--- config.mk ---
export PLATFORM = sky130hd
export DESIGN_NAME = mux_scan_serializer
export DESIGN_NICKNAME = d
export VERILOG_FILES = /design/src/rtl/mux_scan_serializer_pkg.sv /design/src/rtl/mux_scan_serializer_mux16to1.sv /design/src/rtl/mux_scan_serializer.sv
export SDC_FILE = /design/constraint.sdc
export NUM_CORES = 1
export LEC_CHECK = 0
export BUFFER_PORTS_ARGS = -buffer_cell sky130_fd_sc_hd__buf_2
export CAP_MARGIN = 20
export CORE_MARGIN = 5
export CORE_UTILIZATION = 51
export DETAILED_ROUTE_END_ITERATION = 10
export HOLD_SLACK_MARGIN = 0.03
export PLACE_DENSITY = 0.73
export SYNTH_ARGS = -nofsm -noshare
export SYNTH_HDL_FRONTEND = slang
export SYNTH_SLANG_ARGS = --single-unit
--- constraint.sdc ---
create_clock -name clk -period 1.82 [get_ports clk]
set_clock_uncertainty 0.2 [all_clocks]
set_input_delay 0 -clock clk [delete_from_list [all_inputs] [get_ports clk]]
set_output_delay 0 -clock clk [all_outputs]
set_load 0.02 [all_outputs]
--- src/rtl/mux_scan_serializer_pkg.sv ---
// rtl/mux_scan_serializer_pkg.sv - shared types and constants for the mux scan serializer
package mux_scan_serializer_pkg;

   typedef enum logic {
      IDLE  = 1'b0,
      SHIFT = 1'b1
   } state_t;

   localparam int WORD_W = 16;
   localparam int SEL_W  = 4;

   // Start and terminal select index for the chosen bit order.
   function automatic logic [SEL_W-1:0] sel_first(input bit msb_first);
      return msb_first ? SEL_W'(WORD_W - 1) : '0;
   endfunction

   function automatic logic [SEL_W-1:0] sel_last(input bit msb_first);
      return msb_first ? '0 : SEL_W'(WORD_W - 1);
   endfunction

endpackage

--- src/rtl/mux_scan_serializer_mux16to1.sv ---
// rtl/mux_scan_serializer_mux16to1.sv - 16:1 bit multiplexer driven by the serializer select
module mux16to1
   import mux_scan_serializer_pkg::*;
(
   input  logic [WORD_W-1:0] in,
   input  logic [SEL_W-1:0]  sel,
   output logic              y
);

   assign y = in[sel];

endmodule

--- src/rtl/mux_scan_serializer.sv ---
// rtl/mux_scan_serializer.sv - parallel-to-serial stage walking a 16:1 mux select
// A word is held in data_q while sel_q steps one index per BIT_CYCLES accepted beats.
module mux_scan_serializer
   import mux_scan_serializer_pkg::*;
#(
   parameter bit MSB_FIRST  = 1'b0,
   parameter int BIT_CYCLES = 1
)
(
   input  logic              clk,
   input  logic              rst,
   input  logic [WORD_W-1:0] load_data,
   input  logic              load_valid,
   output logic              load_ready,
   output logic              ser_out,
   output logic              ser_valid,
   input  logic              ser_ready,
   output logic              ser_last,
   output logic              busy
);

   localparam int DIV_W = (BIT_CYCLES > 1) ? $clog2(BIT_CYCLES) : 1;
   localparam logic [DIV_W-1:0] DIV_LAST  = DIV_W'(BIT_CYCLES - 1);
   localparam logic [SEL_W-1:0] SEL_FIRST = sel_first(MSB_FIRST);
   localparam logic [SEL_W-1:0] SEL_LAST  = sel_last(MSB_FIRST);

   state_t             state, next_state;
   logic [WORD_W-1:0]  data_q;
   logic [SEL_W-1:0]   sel_q;
   logic [DIV_W-1:0]   div_q;
   logic               accept;
   logic               bit_done;
   logic               word_done;

   assign accept    = (state == SHIFT) && ser_ready;
   assign bit_done  = accept && (div_q == DIV_LAST);
   assign word_done = bit_done && (sel_q == SEL_LAST);

   always_ff @(posedge clk or posedge rst) begin
      if (rst) state <= IDLE;
      else     state <= next_state;
   end

   always_comb begin
      next_state = state;
      case (state)
         IDLE:    if (load_valid) next_state = SHIFT;
         SHIFT:   if (word_done)  next_state = IDLE;
         default: next_state = IDLE;
      endcase
   end

   always_comb begin
      load_ready = (state == IDLE);
      ser_valid  = (state == SHIFT);
      busy       = (state == SHIFT);
      ser_last   = (state == SHIFT) && (sel_q == SEL_LAST);
   end

   // Terminal index returns sel_q to the start so the next word begins cleanly.
   always_ff @(posedge clk or posedge rst) begin
      if (rst) begin
         data_q <= '0;
         sel_q  <= '0;
         div_q  <= '0;
      end else if (state == IDLE) begin
         if (load_valid) begin
            data_q <= load_data;
            sel_q  <= SEL_FIRST;
            div_q  <= '0;
         end
      end else if (accept) begin
         if (bit_done) begin
            div_q <= '0;
            if (sel_q == SEL_LAST) sel_q <= SEL_FIRST;
            else if (MSB_FIRST)    sel_q <= sel_q - SEL_W'(1);
            else                   sel_q <= sel_q + SEL_W'(1);
         end else begin
            div_q <= div_q + DIV_W'(1);
         end
      end
   end

   mux16to1 u_mux (
      .in  (data_q),
      .sel (sel_q),
      .y   (ser_out)
   );

endmodule

---- After elaboration in Yosys (flattened, before gate mapping) ----
Index checks and enable logic that the tools add are counted.
storage, ports and cells
  register bits after elaboration ......... 22
  input bits .............................. 20
  output and inout port bits .............. 5
  word-level logic and storage cells ...... 34
cells by class
  add/subtract/negate cells ............... 2
  $lt $le $gt $ge ......................... 1
  eq/ne operators ......................... 3
  mux-type cells .......................... 14
  bitwise gates (word level) .............. 2
  reduce and logical (&&, ||, !) cells .... 8
operator list
  operator             number
  $mux 4               5
  $mux 1               7
  $lt 4x5->1 const B   1
  $add 4x1->4 const B  1
  $bmux 1 s4           1
  $eq 4x4->1 const B   1
  $logic_and 1x1->1    4
  $ne 2x1->1 const B   2
  $reduce_and 2->1     2
  $reduce_and 3->1     1
  $not 1->1            2
  $pmux 1 s2           1
  $reduce_bool 2->1    1
  $add 1x1->1 const B  1

---- Depth between registers and ports, before layout ----
Gate-level depths: netlist (run 1).
  word-level depth ........................ 5
  mapped depth ............................ 5
  depth with buffers taken out ............ 4

---- Modules after synthesis ----
A second synthesis (run 1) with hierarchy kept.
unflattened totals
  cell total of the unflattened synthesis .. 77
  area total of the unflattened synthesis .. 1118.6 um2
by module, submodules not included
  module               times used  cells an instance  area each (um2)  seq. area each (um2)
  mux_scan_serializer  1           70                 983.4            550.5
  mux16to1             1           7                  135.1            0.0

---- Least setup slack after synthesis (run 1) ----
OpenSTA, ideal clock, no wires.
  path type ............................... register to register
  start point ............................. register state, in the netlist busy
  end point ............................... register data_q[10]
  library setup time ...................... 0.065 ns
  arrival time ............................ 1.275 ns
  required time ........................... 1.555 ns
  setup slack ............................. 0.280 ns
  stages on the path, launching flop included .. 6
  path buffers ............................ 1
  clock period less this slack ............ 1.540 ns
  cell sequence ........................... dfrtp_1 -> inv_1 -> nand2_1 -> buf_2 -> nand2_1 -> nand2_1
on the way
  cells in the longest elaborated chain, start to end .. 2
ends and longest elaborated chain
  element                     RTL line                   RTL
  start, declared             mux_scan_serializer.sv:27  state_t state, next_state;
  start signal, assigned      mux_scan_serializer.sv:41  else state <= next_state;
  $not 1->1 (no line)         -
  net load_ready              mux_scan_serializer.sv:14  output logic load_ready,
  $reduce_and 2->1 (no line)  -
  end signal, assigned        mux_scan_serializer.sv:68  data_q <= load_data;
  end, declared               mux_scan_serializer.sv:28  logic [WORD_W-1:0] data_q;
The timed path passes the listed nets, and every way through them passes these cells.
A chain may end at the register's enable or synchronous reset.

---- Final worst setup path (run 1) ----
  start point ............................. register sel_q[0]
  end point ............................... output port ser_out
on the way
  cells in the longest elaborated chain, start to end .. 2
ends and longest elaborated chain
  element                       RTL line                            RTL
  start, declared               mux_scan_serializer.sv:29           logic [SEL_W-1:0] sel_q;
  start signal, assigned        mux_scan_serializer.sv:76           else if (MSB_FIRST) sel_q <= sel_q - SEL_W'(1);
  start signal, assigned        mux_scan_serializer.sv:77           else sel_q <= sel_q + SEL_W'(1);
  $bmux 1 s4                    mux_scan_serializer_mux16to1.sv:10  assign y = in[sel];
  $mux 1 (not written as such)  mux_scan_serializer_mux16to1.sv:10
  end, declared                 mux_scan_serializer.sv:15           output logic ser_out,
Every way passes these cells. The select of a mux whose other input is x is not followed.

==> results_dict.tcl, run 1 <==
set metrics [dict create \
    dieArea_um2 3060 \
    start_util_pct 53.4 \
    setup_viol 1 \
    die_x_um 55.3 \
    syn_inst 117 \
    worst_hold_path_type "in2async" \
    grt.total_usage_pct 18.0 \
    fmax_mhz 518 \
    die_height_um 55.3 \
    post-route-period-util_pct 106 \
    overflow 0 \
    multi_input_area_um2 469 \
    r2r_setup_slack_ns 0.21 \
    power_mw 1.91 \
    drt-pass1-iter-count 4 \
    cts_tree "built" \
    core_um2 1960 \
    grt_max_degree 23 \
    grt_pass1_wl_mm 4.46 \
    cts_buffers 3 \
    cp_max_fo 7 \
    status "finished, violations left" \
    syn_avg_cell_area_um2 8.96 \
    leakage_nw 0.750 \
    place_area_um2 1190 \
    violations "negative setup slack" \
    synth_area_um2 1050 \
    vias 944 \
    cts_setup_buffers 0 \
    drt-wirelength-per-cell_um 13.4 \
    io_buffers 24 \
    wirelength_mm 2.53 \
    final.setup.worst_slack_ns -0.109 \
    seq_area_um2 552 \
    slew_viol_final 0 \
    final_nets 184 \
    antenna_found_initial 0 \
    ys_warn_count 0 \
    clkTransAtPathRegs_ns 0.12 \
    synth.distinct_cells 22 \
    ant_nets 0 \
    final_cell_mix "nand2_1 (55), buf_2 (22), dfrtp_1 (21), dlygate4sd3_1 (19), buf_4 (5)" \
    tightest_slew_ns 0.322 \
    hold_viol 0 \
    dp_hpwl_mm 1.66 \
    synth-seq-area-share_pct 52.5 \
    htree_levels 1 \
    clkLatencyLatePin_ns 0.30 \
    crit_arrival_ns 1.73 \
    grt_pass1_vias 967 \
    fin_area_um2 1450 \
    fillCellCount 159 \
    cts_root_buf "clkbuf_4" \
    synth_fp_nets 138 \
    first_iter_violations 14 \
    cp.required_ns 1.62 \
    critPathKind "reg2out" \
    rows 16 \
    clockBufferDepth 2 \
    period_needed_ns 1.93 \
    drive_gt1_share_pct 24.1 \
    power_density_nw_per_um2 1320 \
    drc_errors 0 \
    ioPinCount 25 \
    cap_violations 0 \
    avgViaCountPerCell 4.99 \
    end_kind "primary output" \
    yosys_register_bits 22 \
    area_growth_pct 38.4 \
    relSlewSlack_pct 78.5 \
    rsz0062_at_grt "yes" \
    final_common_cell "nand2_1" \
    peakVddDrop_mv 0.809 \
    antennaDiodeCount 0 \
    start_kind "register" \
    cts.sinks 22 \
    gp_congestion 0.814 \
    fin_util_pct 74.0 \
]
final cells by class:
type                       count  share of cell area (%)
multi-input combinational     86                    32.3
tap                           27                    2.33
sequential                    22                    38.0
timing repair buffer          47                    24.1
inverter                       3                   0.776
clock buffer                   4                    2.50
synthesized netlist by cell type:
cell | n | area share (%)
nand2_1 | 55 | 20
dfrtp_1 | 22 | 53
mux2i_1 | 4 | 3.8
o21ai_0 | 4 | 1.9
a21oi_1 | 3 | 1.4
a221oi_1 | 3 | 2.5
buf_2 | 3 | 1.4
inv_1 | 3 | 1.1
nand3_1 | 3 | 1.4
nor2_1 | 3 | 1.1
mux4_2 | 2 | 4.3
nor2b_1 | 2 | 1.2
a22oi_1 | 1 | 0.72
and2_1 | 1 | 0.60
and3_1 | 1 | 0.60
and3b_1 | 1 | 0.84
buf_4 | 1 | 0.72
buf_6 | 1 | 1.1
clkbuf_1 | 1 | 0.36
ha_1 | 1 | 1.2
nand3b_1 | 1 | 0.72
o22a_1 | 1 | 0.84
critical path, cell delays in order (launching register included):
cell and delay, ns:
dfrtp_2 0.50, mux4_2 0.53, a22oi_2 0.16, nand2_1 0.09, buf_6 0.14
where the power goes:
group,switching [mW],total [mW],internal [mW],leakage (nW)
clock network,0.151,0.273,0.122,0.0210
registers,0.185,0.890,0.704,0.272
logic,0.367,0.749,0.381,0.457
routing by layer:
metal | up-vias | global-route usage, % | part of all wire [%]
met3 | 6 | 3.50 | 5.9
met2 | 32 | 31.9 | 51
met5 | - | 0 | 0
met4 | 0 | 5.90 | 1.4
li1 | 471 | - | -
met1 | 435 | 21.6 | 42
worst paths after layout:
kind                                         from  depth (start not counted)                     end
setup / recovery             sel_q[0]$_DFFE_PP0P_                          4                 ser_out
hold / removal                                rst                          4   data_q[6]$_DFFE_PP0P_
setup reg to reg             sel_q[0]$_DFFE_PP0P_                          5    sel_q[3]$_DFFE_PP0P_
hold reg to reg            data_q[13]$_DFFE_PP0P_                          2  data_q[13]$_DFFE_PP0P_
max in group asynchronous                     rst                          4    sel_q[0]$_DFFE_PP0P_
min in group clk                     load_data[1]                          4   data_q[1]$_DFFE_PP0P_
state kept, by name (all words and copies together), names as in the netlist:
register	count
busy	1
data_q	16
div_q	1
sel_q	4
what timing repair did:
action / in CTS / in global routing
hold endpoints to repair: 44 / 0
pin swaps: 1 / 0
setup endpoints to repair: 2 / 2
hold buffers: 19 / 0
gates cloned: 0 / 0
resized for setup: 6 / 2
cell families (layout without fill, tap and decap cells):
kind of cell               after synthesis  count (layout)  share of synthesized area [%]
DFF                                     22              22                           52.5
adders and majority gates                1               1                           1.19
and+or+nand+nor                         67              67                           26.1
AOI/OAI and AO/OA                       12              12                           7.40
buffers and inverters                    9              54                           4.65
muxes                                    6               6                           8.11
per-stage QoR:
stage | hold WS (ns) | worst slack, ns | instances | setup TNS [ns]
2_1_floorplan | -0.211 | 0.280 | 117 | 0
3_3_place_gp | -0.157 | 0.159 | 166 | 0
3_5_place_dp | -0.150 | 0.110 | 166 | 0
4_1_cts | 0.0666 | -0.109 | 189 | -0.109
5_1_grt | 0.0931 | -0.168 | 189 | -0.173
6_report | 0.0583 | -0.109 | 189 | -0.109
Note: power is estimated with default switching activity, not from simulation.
==> run 2, diff against run 1 <==
--- a/config.mk
+++ b/config.mk
@@ -7,11 +7,13 @@
 export LEC_CHECK = 0
 export BUFFER_PORTS_ARGS = -buffer_cell sky130_fd_sc_hd__buf_2
 export CAP_MARGIN = 20
+export CORE_ASPECT_RATIO = 1.5
 export CORE_MARGIN = 5
 export CORE_UTILIZATION = 51
 export DETAILED_ROUTE_END_ITERATION = 10
 export HOLD_SLACK_MARGIN = 0.03
 export PLACE_DENSITY = 0.73
+export SETUP_SLACK_MARGIN = 0.2
 export SYNTH_ARGS = -nofsm -noshare
 export SYNTH_HDL_FRONTEND = slang
 export SYNTH_SLANG_ARGS = --single-unit
==> results_dict.tcl, run 2 (same netlist as run 1, synthesis figures left out) <==
set metrics [dict create \
    status "finished, violations left" \
    violations "negative setup slack" \
    reg.largest.list "data_q (16), sel_q (4)" \
    die_height_um 65.5 \
    worst_hold_path_type "in2async" \
    reg2reg_to "sel_q[3]$_DFFE_PP0P_" \
    reg2reg_depth 6 \
    slew_viol_final 0 \
    top_layer "met4" \
    worst_setup_path_startpoint "sel_q[0]$_DFFE_PP0P_" \
    drc_errors 0 \
    crit_arrival_ns 1.77 \
    period_needed_ns 1.97 \
    final_common_cell "nand2_1" \
    cts_tree "built" \
    htree_levels 1 \
    cp_max_fo 5 \
    cp.required_ns 1.62 \
    wirelength_mm 2.83 \
    vias 992 \
    gp_congestion 0.826 \
    cts.sinks 22 \
    combPwrFrac_pct 44.5 \
    critPathKind "reg2out" \
    max_stage_delay_ns 0.48 \
    fin_util_pct 76.3 \
    fin_hold_ws_ns 0.0684 \
    cts_root_buf "clkbuf_4" \
    clockBufferDepth 2 \
    start_kind "register" \
    io_buffers 24 \
    tightest_slew_ns 0.356 \
    power_switching_mw 0.791 \
    clkTransAtPathRegs_ns 0.11 \
    end_kind "primary output" \
    core_um2 2000 \
    avgViaCountPerCell 5.25 \
    cap_violations 0 \
    largest-register "data_q" \
    wl_met1_mm 1.09 \
    clkLatencyLatePin_ns 0.30 \
    first_iter_violations 29 \
    relSlewSlack_pct 76.2 \
    cp_top_family "flip-flops" \
    post-route-period-util_pct 108 \
    start_util_pct 52.4 \
    leakage_nw 0.780 \
    fin_area_um2 1530 \
    fillCellCount 144 \
    internal_power_mw 1.32 \
    antenna_found_initial 0 \
    grt.total_usage_pct 20.4 \
    setup_viol 1 \
    rsz0062_at_grt "yes" \
    hold_viol 0 \
    wl_met3_um 110 \
    pwr-share-seq_pct 43.3 \
    path_buf_inv 2 \
    antennaDiodeCount 0 \
    dieArea_um2 3080 \
    cp-endpoint "ser_out" \
    final_nets 189 \
    wl_met2_mm 1.48 \
    crit_cells 6 \
    power_switching_share_pct 37.5 \
    place_area_um2 1190 \
    area_growth_pct 45.7 \
    final_cell_mix "nand2_1 (55), buf_2 (22), dfrtp_1 (21), dlygate4sd3_1 (19), buf_4 (7)" \
    die_x_um 47.0 \
    crit_top_cell "buf_6" \
    drt-wirelength-per-cell_um 14.9 \
    r2r_setup_slack_ns 0.12 \
    grt_pass1_vias 1040 \
    power_density_nw_per_um2 1380 \
    grt_max_degree 23 \
    ioPinCount 25 \
    largest_register_ffs 16 \
    drt-pass1-iter-count 4 \
    crit_chain "buf_6, mux2i_2, a221oi_4, a22oi_2, nand2_1, buf_6" \
    overflow 0 \
    final.setup.worst_slack_ns -0.150 \
    reg2reg_from "sel_q[0]$_DFFE_PP0P_" \
    dp_hpwl_mm 1.62 \
    grt_pass1_wl_mm 4.60 \
    peakVddDrop_mv 0.816 \
    crit_path_top_delay_cell "dfrtp_2" \
    fmax_mhz 508 \
    power.share.clock_pct 12.2 \
    drive_gt1_share_pct 28.1 \
    rows 20 \
    ant_nets 0 \
    cts_buffers 3 \
]
==> run 2: cell types whose count changed in the layout (fill, tap and decap cells not counted), sizes merged <==
| cell | previous run | this run |
|---|---|---|
| buf | 28 | 33 |
==> run 2: final cells by class <==
type / instances / area [µm²] / area share, %
Clock buffer: 4 / 36.3 / 2.38
Sequential cell: 22 / 552 / 36.1
Tap cell: 22 / 27.5 / 1.80
Multi-Input combinational cell: 86 / 503 / 32.9
Inverter: 3 / 11.3 / 0.737
Timing Repair Buffer: 52 / 398 / 26.0
==> run 2: worst register-to-register path, cell delays in order, from the launching register on <==
cell      delay (ns)
dfrtp_2         0.48
buf_4           0.16
buf_4           0.13
ha_4            0.17
a221oi_1        0.31
o21ai_1         0.09
o21ai_0         0.09
==> run 2: layer usage <==
layer | global-route usage [%] | up-vias
li1 | - | 484
met3 | 2.47 | 14
met5 | 0 | -
met1 | 24.1 | 460
met4 | 9.34 | 0
met2 | 35.0 | 34
==> run 2: per-stage QoR <==
| stage | worst slack (ns) | total power [mW] | instances | TNS (ns) |
|---|---|---|---|---|
| 2_1_floorplan | 0.280 | 1.32 | 117 | 0 |
| 3_5_place_dp | 0.0966 | 1.51 | 161 | 0 |
| 3_3_place_gp | 0.154 | 1.47 | 161 | 0 |
| 6_report | -0.150 | 2.11 | 189 | -0.150 |
| 4_1_cts | -0.0683 | 1.96 | 189 | -0.0683 |
| 5_1_grt | -0.217 | 2.27 | 189 | -0.217 |
==> run 2: power groups by stage <==
stage	logic (mW)	clock network [mW]	registers [mW]
finish	0.939	0.258	0.913
global placement	0.588	0	0.887
floorplan	0.501	0	0.820
global route	1.04	0.288	0.938
detailed placement	0.617	0	0.892
CTS	0.810	0.268	0.878
==> run 2: how the worst min path moves through the flow <==
stage,from,to,slack (ns),cells after the start
floorplan,rst,busy$_DFF_PP0_,-0.21,1
global placement,rst,sel_q[3]$_DFFE_PP0P_,-0.16,3
detailed placement,rst,sel_q[3]$_DFFE_PP0P_,-0.15,3
CTS,rst,sel_q[2]$_DFFE_PP0P_,0.06,4
global route,rst,busy$_DFF_PP0_,0.11,4
finish,rst,sel_q[2]$_DFFE_PP0P_,0.07,4
==> run 2: repair_timing <==
item / in CTS / in global routing
setup buffers: 5 / 0
gates resized for setup: 10 / 8
hold endpoints to repair: 43 / 0
hold buffers: 19 / 0
pin swaps: 3 / 3
gates cloned: 0 / 0
setup endpoints to repair: 2 / 3
==> run 3, diff against run 2 <==
--- a/config.mk
+++ b/config.mk
@@ -14,6 +14,7 @@
 export HOLD_SLACK_MARGIN = 0.03
 export PLACE_DENSITY = 0.73
 export SETUP_SLACK_MARGIN = 0.2
+export SKIP_CTS_REPAIR_TIMING = 1
 export SYNTH_ARGS = -nofsm -noshare
 export SYNTH_HDL_FRONTEND = slang
 export SYNTH_SLANG_ARGS = --single-unit
==> results_dict.tcl, run 3 (same netlist as run 1, synthesis figures left out) <==
set metrics [dict create \
    leakage_nw 0.770 \
    cap_violations 0 \
    clockBufferDepth 2 \
    rsz0062_at_grt "yes" \
    largest_register_ffs 16 \
    critPathKind "reg2out" \
    crit_arrival_ns 1.73 \
    hold_viol 0 \
    drc_errors 0 \
    fmax_mhz 519 \
    io_buffers 24 \
    largest-register "data_q" \
    ant_nets 0 \
    drive_gt1_share_pct 25.5 \
    crit_chain "mux4_2, a22oi_1, nand2_1, buf_6" \
    cts_root_buf "clkbuf_4" \
    crit_cells 4 \
    reg2reg_from "sel_q[0]$_DFFE_PP0P_" \
    final_common_cell "nand2_1" \
    fin_area_um2 1480 \
    reg2reg_depth 5 \
    htree_levels 1 \
    grt.total_usage_pct 15.6 \
    start_util_pct 52.4 \
    avgViaCountPerCell 5.13 \
    max_stage_delay_ns 0.53 \
    cp_max_fo 8 \
    worst_hold_path_type "in2async" \
    die_height_um 65.5 \
    crit_path_top_delay_cell "mux4_2" \
    dieArea_um2 3080 \
    slew_viol_final 0 \
    relSlewSlack_pct 81.4 \
    first_iter_violations 38 \
    final_nets 187 \
    setup_viol 1 \
    grt_pass1_wl_mm 3.57 \
    post-route-period-util_pct 106 \
    final_cell_mix "nand2_1 (55), buf_2 (22), dfrtp_1 (21), dlygate4sd3_1 (19), buf_4 (7)" \
    end_kind "primary output" \
    drt-pass1-iter-count 5 \
    grt_max_degree 23 \
    reg.largest.list "data_q (16), sel_q (4)" \
    gp_congestion 0.826 \
    worst_setup_path_startpoint "sel_q[0]$_DFFE_PP0P_" \
    fin_util_pct 74.1 \
    final.setup.worst_slack_ns -0.106 \
    peakVddDrop_mv 0.760 \
    clkLatencyLatePin_ns 0.30 \
    cts.sinks 22 \
    core_um2 2000 \
    clkTransAtPathRegs_ns 0.12 \
    cp.required_ns 1.62 \
    tightest_slew_ns 0.279 \
    antenna_found_initial 0 \
    die_x_um 47.0 \
    fillCellCount 156 \
    start_kind "register" \
    cp-endpoint "ser_out" \
    grt_pass1_vias 846 \
    rows 20 \
    cts_tree "built" \
    violations "negative setup slack" \
    period_needed_ns 1.93 \
    drt-wirelength-per-cell_um 13.7 \
    ioPinCount 25 \
    cts_buffers 3 \
    reg2reg_to "sel_q[3]$_DFFE_PP0P_" \
    cp_top_family "multiplexers" \
    antennaDiodeCount 0 \
    wirelength_mm 2.55 \
    area_growth_pct 41.4 \
    vias 960 \
    overflow 0 \
    power_density_nw_per_um2 1320 \
    place_area_um2 1190 \
    dp_hpwl_mm 1.62 \
    status "finished, violations left" \
    fin_hold_ws_ns 0.0557 \
    path_buf_inv 1 \
    r2r_setup_slack_ns 0.28 \
]
run 3: cell count changes in the layout (fill, tap and decap cells not counted), sizes merged:
| cell | before | now |
|---|---|---|
| buf | 33 | 31 |
run 3: how the worst min path moves through the flow:
stage,start,endpoint,slack [ns],cells after the start
floorplan,rst,busy$_DFF_PP0_,-0.21,1
global placement,rst,sel_q[3]$_DFFE_PP0P_,-0.16,3
detailed placement,rst,sel_q[3]$_DFFE_PP0P_,-0.15,3
CTS,rst,sel_q[2]$_DFFE_PP0P_,-0.49,3
global route,rst,busy$_DFF_PP0_,0.10,4
finish,rst,busy$_DFF_PP0_,0.06,4
run 3: through the flow:
stage	worst slack, ns	instances	setup TNS [ns]	power (mW)
2_1_floorplan	0.280	117	0	1.32
3_3_place_gp	0.154	161	0	1.47
3_5_place_dp	0.0966	161	0	1.51
4_1_cts	-0.246	165	-0.246	1.77
5_1_grt	-0.188	187	-0.188	2.11
6_report	-0.106	187	-0.106	1.96
run 3: routing by layer:
layer	vias up	global-route usage [%]	part of all wire (%)	wire, µm
li1	478	-	-	-
met1	450	20.4	42	1080
met2	26	25.3	52	1330
met3	6	1.92	3.7	94
met4	0	6.23	1.9	48
met5	-	0	0	0
run 3: worst register-to-register path, delay by kind of cell, from the launching register on:
| family | cells | cell delay (ns) |
|---|---|---|
| buffers and inverters | 1 | 0.18 |
| DFF | 1 | 0.50 |
| AOI/OAI and AO/OA | 3 | 0.41 |
| adders and majority gates | 1 | 0.17 |
run 3: area by class of cell:
type	instances	area, µm²	share of cell area (%)
tap	22	27.5	1.86
clock buffer	4	36.3	2.45
timing repair buffer	50	375	25.3
sequential	22	552	37.2
inverter	3	11.3	0.759
multi-input combinational	86	480	32.4
run 3: power breakdown:
group          internal [mW]  switching [mW]
Clock                  0.122           0.141
Combinational          0.424           0.379
Sequential             0.705           0.190
